`config.mk`:
```
export PLATFORM = sky130hd
export DESIGN_NAME = wb_arb_2m1s
export DESIGN_NICKNAME = d
export VERILOG_FILES = /design/src/rtl/wb_pkg.sv /design/src/rtl/wb_timeout_cnt.sv /design/src/rtl/wb_arb_2m1s.sv
export SDC_FILE = /design/constraint.sdc
export NUM_CORES = 1
export LEC_CHECK = 0
export BUFFER_PORTS_ARGS = -buffer_cell sky130_fd_sc_hd__clkbuf_2
export CORE_AREA = 2 2 112 114
export CTS_BUF_LIST = sky130_fd_sc_hd__clkbuf_4 sky130_fd_sc_hd__clkbuf_8 sky130_fd_sc_hd__clkbuf_16
export CTS_CLUSTER_DIAMETER = 80
export DETAILED_ROUTE_END_ITERATION = 10
export DIE_AREA = 0 0 114 116
export GPL_TIMING_DRIVEN = 0
export MAX_ROUTING_LAYER = met4
export PLACE_DENSITY = 0.58
export SLEW_MARGIN = 20
export SYNTH_ARGS = -nofsm -noshare
export SYNTH_HDL_FRONTEND = slang
export SYNTH_SLANG_ARGS = --single-unit
```
`constraint.sdc`:
```
create_clock -name clk -period 2.35 [get_ports clk]
set_input_delay 0.3525 -clock clk [delete_from_list [all_inputs] [get_ports clk]]
set_output_delay 0.3525 -clock clk [all_outputs]
set_load 0.03 [all_outputs]
```
`src/rtl/wb_pkg.sv`:
```
// Shared Wishbone constants and the 2-master arbiter state encoding.
package wb_pkg;

  localparam int WB_ADDR_WIDTH = 32;
  localparam int WB_DATA_WIDTH = 32;
  localparam int WB_CNT_WIDTH  = 8;

  typedef enum logic [1:0] {
    ST_IDLE   = 2'd0,
    ST_GNT_M2 = 2'd1,
    ST_GNT_M3 = 2'd2
  } arb_state_t;

endpackage

```
`src/rtl/wb_timeout_cnt.sv`:
```
// Slave-ack wait counter: counts stalled strobe cycles, flags when TIMEOUT is reached.
module wb_timeout_cnt
  import wb_pkg::*;
#(
  parameter int TIMEOUT = 255
) (
  input  logic clk,
  input  logic reset,
  input  logic clr,
  input  logic inc,
  output logic expired
);

  localparam logic [WB_CNT_WIDTH-1:0] LIMIT = WB_CNT_WIDTH'(TIMEOUT);

  logic [WB_CNT_WIDTH-1:0] cnt;

  // clear has priority so a cycle that both stalls and expires restarts at zero
  always_ff @(posedge clk) begin
    if (reset || clr) cnt <= '0;
    else if (inc)     cnt <= cnt + 1'b1;
  end

  assign expired = (cnt == LIMIT);

endmodule

```
`src/rtl/wb_arb_2m1s.sv`:
```
// Two-master (D-cache m2, I-cache m3) to one-slave Wishbone arbiter with
// round-robin tie-break, one idle cycle between tenures and an ack timeout.
module wb_arb_2m1s
  import wb_pkg::*;
#(
  parameter int ADDR_WIDTH = WB_ADDR_WIDTH,
  parameter int DATA_WIDTH = WB_DATA_WIDTH,
  parameter int TIMEOUT    = 255
) (
  input  logic                    clk,
  input  logic                    reset,
  input  logic [ADDR_WIDTH-1:0]   m2_wbd_adr_i,
  input  logic [DATA_WIDTH-1:0]   m2_wbd_dat_i,
  input  logic [DATA_WIDTH/8-1:0] m2_wbd_sel_i,
  input  logic                    m2_wbd_we_i,
  input  logic                    m2_wbd_cyc_i,
  input  logic                    m2_wbd_stb_i,
  output logic [DATA_WIDTH-1:0]   m2_wbd_dat_o,
  output logic                    m2_wbd_ack_o,
  output logic                    m2_wbd_err_o,
  input  logic [ADDR_WIDTH-1:0]   m3_wbd_adr_i,
  input  logic [DATA_WIDTH/8-1:0] m3_wbd_sel_i,
  input  logic                    m3_wbd_we_i,
  input  logic                    m3_wbd_cyc_i,
  input  logic                    m3_wbd_stb_i,
  output logic [DATA_WIDTH-1:0]   m3_wbd_dat_o,
  output logic                    m3_wbd_ack_o,
  output logic                    m3_wbd_err_o,
  output logic [ADDR_WIDTH-1:0]   s1_wbd_adr_o,
  output logic [DATA_WIDTH-1:0]   s1_wbd_dat_o,
  output logic [DATA_WIDTH/8-1:0] s1_wbd_sel_o,
  output logic                    s1_wbd_we_o,
  output logic                    s1_wbd_cyc_o,
  output logic                    s1_wbd_stb_o,
  input  logic [DATA_WIDTH-1:0]   s1_wbd_dat_i,
  input  logic                    s1_wbd_ack_i,
  output logic [1:0]              dbg_state
);

  // Handshake: a master holds cyc for its whole tenure; each stb is a request
  // that completes when ack (or err on timeout) is returned the same cycle.

  arb_state_t state, state_next;
  logic       rr, rr_next;
  logic       granted, owner_cyc, owner_stb;
  logic       expired, timeout, cnt_clr, cnt_inc;

  always_ff @(posedge clk) begin
    if (reset) begin
      state <= ST_IDLE;
      rr    <= 1'b0;
    end else begin
      state <= state_next;
      rr    <= rr_next;
    end
  end

  always_comb begin
    state_next = state;
    rr_next    = rr;
    case (state)
      ST_IDLE: begin
        if (m2_wbd_cyc_i && m3_wbd_cyc_i) state_next = rr ? ST_GNT_M3 : ST_GNT_M2;
        else if (m2_wbd_cyc_i)            state_next = ST_GNT_M2;
        else if (m3_wbd_cyc_i)            state_next = ST_GNT_M3;
      end
      ST_GNT_M2: begin
        if (!m2_wbd_cyc_i) begin
          state_next = ST_IDLE;
          rr_next    = 1'b1;
        end
      end
      ST_GNT_M3: begin
        if (!m3_wbd_cyc_i) begin
          state_next = ST_IDLE;
          rr_next    = 1'b0;
        end
      end
      default: state_next = ST_IDLE;
    endcase
  end

  assign granted   = (state == ST_GNT_M2) || (state == ST_GNT_M3);
  assign owner_cyc = (state == ST_GNT_M2) ? m2_wbd_cyc_i :
                     (state == ST_GNT_M3) ? m3_wbd_cyc_i : 1'b0;
  assign owner_stb = (state == ST_GNT_M2) ? m2_wbd_stb_i :
                     (state == ST_GNT_M3) ? m3_wbd_stb_i : 1'b0;

  // A slave ack in the expiry cycle completes the access instead of erroring.
  assign timeout = granted && owner_stb && expired && !s1_wbd_ack_i;
  assign cnt_clr = !granted || !owner_stb || s1_wbd_ack_i || timeout;
  assign cnt_inc = granted && owner_stb && !s1_wbd_ack_i;

  wb_timeout_cnt #(.TIMEOUT(TIMEOUT)) u_timeout_cnt (
    .clk     (clk),
    .reset   (reset),
    .clr     (cnt_clr),
    .inc     (cnt_inc),
    .expired (expired)
  );

  always_comb begin
    s1_wbd_adr_o = '0;
    s1_wbd_dat_o = '0;
    s1_wbd_sel_o = '0;
    s1_wbd_we_o  = 1'b0;
    s1_wbd_cyc_o = 1'b0;
    s1_wbd_stb_o = 1'b0;
    m2_wbd_dat_o = '0;
    m2_wbd_ack_o = 1'b0;
    m2_wbd_err_o = 1'b0;
    m3_wbd_dat_o = '0;
    m3_wbd_ack_o = 1'b0;
    m3_wbd_err_o = 1'b0;
    case (state)
      ST_GNT_M2: begin
        s1_wbd_adr_o = m2_wbd_adr_i;
        s1_wbd_dat_o = m2_wbd_dat_i;
        s1_wbd_sel_o = m2_wbd_sel_i;
        s1_wbd_we_o  = m2_wbd_we_i;
        s1_wbd_cyc_o = m2_wbd_cyc_i && !timeout;
        s1_wbd_stb_o = m2_wbd_stb_i && !timeout;
        m2_wbd_dat_o = s1_wbd_dat_i;
        m2_wbd_ack_o = s1_wbd_ack_i;
        m2_wbd_err_o = timeout;
      end
      ST_GNT_M3: begin
        // I-cache is read-only: no write data and write-enable held low
        s1_wbd_adr_o = m3_wbd_adr_i;
        s1_wbd_sel_o = m3_wbd_sel_i;
        s1_wbd_cyc_o = m3_wbd_cyc_i && !timeout;
        s1_wbd_stb_o = m3_wbd_stb_i && !timeout;
        m3_wbd_dat_o = s1_wbd_dat_i;
        m3_wbd_ack_o = s1_wbd_ack_i;
        m3_wbd_err_o = timeout;
      end
      default: ;
    endcase
  end

  assign dbg_state = state;

endmodule
```
=== Word-level counts from Yosys, hierarchy flattened ===
Cells that the tools add are included.

* Register bits: 11
* Input port bits: 145
* Output and inout bits: 141
* Logic and storage cells: 56

* $add $sub $neg: 1
* Equality and inequality tests: 6
* Multiplexer cells: 24
* Reductions and logical operators: 22

{| class="wikitable"
|+ Operators with widths
! operator !! number
|-
| 2-to-1 mux 32 bit || 3
|-
| case mux 32 bit (2 select lines) || 1
|-
| 2-to-1 mux 2 bit || 6
|-
| logical AND 1 bit || 9
|-
| 2-to-1 mux 1 bit || 9
|-
| adder 8 x 1 -> 8 bit, second input constant || 1
|-
| == test 8 bit, second input constant || 1
|-
| case mux 4 bit (2 select lines) || 1
|-
| case mux 1 bit (2 select lines) || 3
|-
| case mux 2 bit (3 select lines) || 1
|-
| AND reduction 3 bit || 2
|-
| logical OR 1 bit || 5
|-
| logical NOT 1 bit || 4
|-
| inequality test 2 bit, second input constant || 2
|-
| inequality test 4 bit, second input constant || 1
|-
| == test 2 x 1 -> 1 bit, second input constant || 1
|-
| == test 2 bit, second input constant || 1
|-
| logical NOT 2 bit || 1
|-
| nonzero test 2 bit || 1
|}

=== Logic depth before layout (Yosys ltp) ===
* Depth in word-level cells: 9
* Mapped depth: 8
* Depth with buffers taken out: 6

=== Cells and area by module ===
A second synthesis with hierarchy kept.

* Cell total of the unflattened synthesis: 273
* Area, all modules: 1925.6 µm²

{| class="wikitable"
|+ By module, submodules not included
! module !! times used !! cells an instance !! area an instance (µm²) !! seq. area each (µm²)
|-
| wb_arb_2m1s || 1 || 233 || 1570.3 || 60.1
|-
| wb_timeout_cnt || 1 || 40 || 355.3 || 160.2
|}

=== Worst setup path before layout ===
Ideal clock, no wire load.

* Path type: reg-to-output
* From: register state[1], in the netlist dbg_state[1]
* To: output port s1_wbd_adr_o[10]
* Data arrival time: 1.948 ns
* Required time: 1.997 ns
* Slack: 0.049 ns
* Stages on the path, launching flop included: 6
* Path buffers: 2
* Cells stage by stage: dfxtp_1 ha_1 clkbuf_1 clkbuf_1 a22oi_1 nor2b_1

* Word-level cells in the longest chain between the ends: 2

{| class="wikitable"
|+ RTL lines
! what !! line !! source
|-
| from (decl) || wb_arb_2m1s.sv:43 || <nowiki>arb_state_t state, state_next;</nowiki>
|-
| from (signal assigned) || wb_arb_2m1s.sv:53 || <nowiki>state <= state_next;</nowiki>
|-
| == test 2 bit or == test 2 x 1 -> 1 bit (tied branches) || wb_arb_2m1s.sv:115 || <nowiki>case (state)</nowiki>
|-
| case mux 32 bit (2 select lines) * || wb_arb_2m1s.sv:115 ||
|-
| to (decl) || wb_arb_2m1s.sv:29 || <nowiki>output logic [ADDR_WIDTH-1:0] s1_wbd_adr_o,</nowiki>
|}

Mark *: on every way between the ends. The rest lies on a longest branch, timed or not.

=== Final worst setup path ===
* From: register state[1], in the netlist dbg_state[1]
* To: output port s1_wbd_stb_o

* Word-level cells in the longest chain between the ends: 9

{| class="wikitable"
|+ RTL lines
! what !! line !! source
|-
| == test 2 bit || wb_arb_2m1s.sv:83, wb_arb_2m1s.sv:87, wb_arb_2m1s.sv:115 ||
|-
| 2-to-1 mux 1 bit || wb_arb_2m1s.sv:87 || <nowiki>(state == ST_GNT_M3) ? m3_wbd_stb_i : 1'b0;</nowiki>
|-
| 2-to-1 mux 1 bit || wb_arb_2m1s.sv:86 || <nowiki>assign owner_stb = (state == ST_GNT_M2) ? m2_wbd_stb_i :</nowiki>
|-
| logical AND 1 bit (3 in series) || wb_arb_2m1s.sv:90 || <nowiki>assign timeout = granted && owner_stb && expired && !s1_wbd_ack_i;</nowiki>
|-
| logical NOT 1 bit || wb_arb_2m1s.sv:122, wb_arb_2m1s.sv:132 ||
|-
| logical AND 1 bit (on tied branches) || wb_arb_2m1s.sv:132, wb_arb_2m1s.sv:122 ||
|-
| case mux 1 bit (2 select lines) * || wb_arb_2m1s.sv:115 ||
|-
| to (decl) || wb_arb_2m1s.sv:34 || <nowiki>output logic s1_wbd_stb_o,</nowiki>
|}

Marks and branches as above.

==> summary.md <==
| Metric | Value |
|---|---|
| Fillers | between 1k and 1.5k |
| Ranking of synthesized cells by area | and2_1 (33%), a22oi_1 (15%), nor2b_1 (12%), dfxtp_1 (12%), clkbuf_1 (4.2%) |
| Ant diodes | 0 |
| #FFs+latches synth | 11 |
| Outcome | completed |
| Final worst path period share | between 90 and 100% |
| Layout Utilization | 30.3% |
| CTS Buffer Depth | 2 |
| Root Driver | clkbuf_16 |
| Vias in the first global route | between 2k and 3k |
| Post-synth top area cell | and2_1 |
| Layout cell share with drive strength beyond 1 | 55.8% |
| F_max | 448 MHz |
| First-pass DRT Iterations | 4 |
| Placer congestion estimate | 0.863 |
| Endpoints failing setup | 0 |
| Total of warnings raised by yosys | 0 |
| Die W | 114 microns |
| Hold WC Path Type | primary input to flip-flop |
| Avg Inst Size Synth | 6.87 sq um |
| Port Buffer Count | 284 |
| Number of synthesized flops with an enable pin | 0 |
| Mapped cell area | 1860 sq um |
| Non-Filler Instances | 706 |
| Total GRT Usage | about an eighth |
| Count leader, synth | and2_1 |
| Initial antenna violation count | 0 |
| Vias | 2908 |
| Leakage | around 2.0 nW |
| CP max stage delay | 0.35 ns |
| WL/cell | 12.9 microns |
| Clk pin slew, worst setup/hold paths | 0.04 ns |
| Area grow syn2layout | 94.6% |
| Crit Path Class | flip-flop to primary output |
| Max-slew violations | 0 |
| Crit-path max FO | 8 |
| Post-DP HPWL | 7.90 mm |
| Worst slew pin tran | 0.446 ns |
| DP Worst Slack | -0.198 ns |
| Fin crit period | 2.23 ns |
| Final Power | roughly 0.0017 W |
| Final wirelength | between 9 and 10 mm |
| Crit-path cells | inv_1, ha_1, buf_6, nand3b_4, a21o_1, o31ai_4, nor2_1, buf_2 |
| Peak supply drop | 0.341 mV |
| Initial drt markers | 79 |
| IO Count | roughly 290 |
| Required @ worst endpoint | 2.00 ns |
| Post-route setup TNS | 0 ns |
| Die height | 116 microns |
| Die area | 13200 sq um |
| Routed vias/inst | 4.12 |
| Post-synth top cells | and2_1 (99), a22oi_1 (36), nor2b_1 (36) |
| Final worst slack | 0.118 ns |
| CP endpoint kind | primary output |
| CTS tree | built |
| Nets | 709 |
| Number of H-tree levels | 1 |
| Async SR Flop Fraction | 0% |
| Max cap viols | 0 |
| Initial core utilization | 15.6% |
| Synth cell types | 33 |
| CTS Buf Count | 3 |
| Worst EP arrival | approximately 1.9 ns |
| Cell Pwr Density | 460 nW/um^2 |
| GR Overflow Total | 0 |
| Cts hold-fix bufs | 0 |
| Slowest CP cell | dfxtp_2 |
| Clock skew | 0.00364 ns |
| Largest net degree at the start of global routing | 11 |
| Synth top area share | 33.4% |
| Site row count | 40 |
| CP startpoint kind | flip-flop |
| Clk sinks | 11 |
| Dpl cells | 701 |
| Post-Synthesis Cells | 270 |
| Total core area | about 12000 sq um |
| First-pass GRT wire length | about 13 mm |
| Net Count, Synth | 419 |
| RSZ-0062 raised after global routing | false |
| Sequential-to-total area share from yosys stat | 11.9% |
| Hold Fails Final Rpt | 0 |
| Drt drc | 0 |
| Clock Latency Late Sink | 0.24 ns |
| ANT nets after route | 0 |
| Worst relative slew slack | 70.2% |
| Top_reg_cell synth | dfxtp_1 |
==> flip-flops by register name, indices dropped and copies added, names as in the netlist <==
signal	flops
dbg_state	2
rr	1
u_timeout_cnt.cnt	8
==> per-stage QoR <==
step,hold slack (ns),cell area [sq um]
detailed placement,0.437,3460
CTS,0.344,3580
floorplan,0.417,1860
global placement,0.430,3460
global route,0.364,3610
finish,0.341,3610
==> power breakdown <==
| group | switching [W] | leakage (nW) | total (W) | internal (W) |
|---|---|---|---|---|
| logic | 0.000716 | 1.84 | 0.00113 | 0.000417 |
| clock network | 0.0000890 | 0.0416 | 0.000329 | 0.000240 |
| registers | 0.00000493 | 0.0894 | 0.000199 | 0.000194 |
==> worst max-delay path, delay by kind of cell, from the launching register on <==
| kind | cells | cell delay [ns] |
|---|---|---|
| buffers and inverters | 3 | 0.39 |
| AND/OR/NAND/NOR | 2 | 0.28 |
| AO/OA/AOI/OAI | 2 | 0.44 |
| adder cells (fa/ha/maj) | 1 | 0.19 |
| flip-flops | 1 | 0.35 |
==> timing repair <==
item,in CTS,in global routing
gates resized for setup,15,17
pin swaps,1,1
setup endpoints to repair,130,74
cloned,0,0
buffers inserted,0,1
endpoints found under the hold margin,0,0
==> logic make-up after synthesis <==
family                     after synthesis  share of synthesized area (%)
and+or+nand+nor                        166                           54.3
AOI/OAI and AO/OA                       49                           19.5
buffers and inverters                   30                           6.61
DFF                                     11                           11.9
xor gates and xnor gates                 6                           2.83
muxes                                    4                           2.23
adders and majority gates                4                           2.70
==> layout make-up <==
class | instances | area (sq um) | area share, %
Timing Repair Buffer | 285 | 1430 | 39.6
Buffer | 25 | 134 | 3.71
Multi-Input combinational cell | 229 | 1540 | 42.6
Sequential cell | 11 | 221 | 6.13
Inverter | 5 | 18.8 | 0.520
Clock buffer | 4 | 82.6 | 2.29
Tap cell | 147 | 184 | 5.09
==> routing by layer <==
metal / GRT usage (%) / up-vias / routed length [microns]
li1: - / 1483 / -
met1: 17.7 / 1284 / 4180
met2: 21.1 / 136 / 4290
met3: 1.52 / 5 / 617
met4: 1.46 / 0 / 39
met5: - / - / 0
==> final timing paths <==
path,startpoint,to,slack [ns],depth (start not counted)
worst max-delay path,dbg_state[1],s1_wbd_stb_o,0.12,8
worst min-delay path,reset,dbg_state[1],0.34,2
worst max register to register,dbg_state[1],u_timeout_cnt.cnt[2],0.51,8
worst min register to register,u_timeout_cnt.cnt[0],u_timeout_cnt.cnt[0],0.44,1
==> cells in the final DEF (no fill, tap or decap), types with 2 or more instances in the layout <==
cell / count
clkbuf_2: 292
and2_1: 99
a22oi_1: 36
nor2b_1: 36
nor2_1: 12
dfxtp_1: 10
clkbuf_1: 9
inv_1: 5
nand2_1: 5
xnor2_1: 5
nand3_1: 4
a211oi_1: 4
buf_4: 3
clkbuf_4: 3
mux2i_1: 3
and3_1: 3
clkbuf_16: 3
buf_6: 2
a21oi_1: 2
buf_2: 2
o21ai_0: 2
ha_2: 2
ha_1: 2
Note: power is estimated with default switching activity, not from simulation.
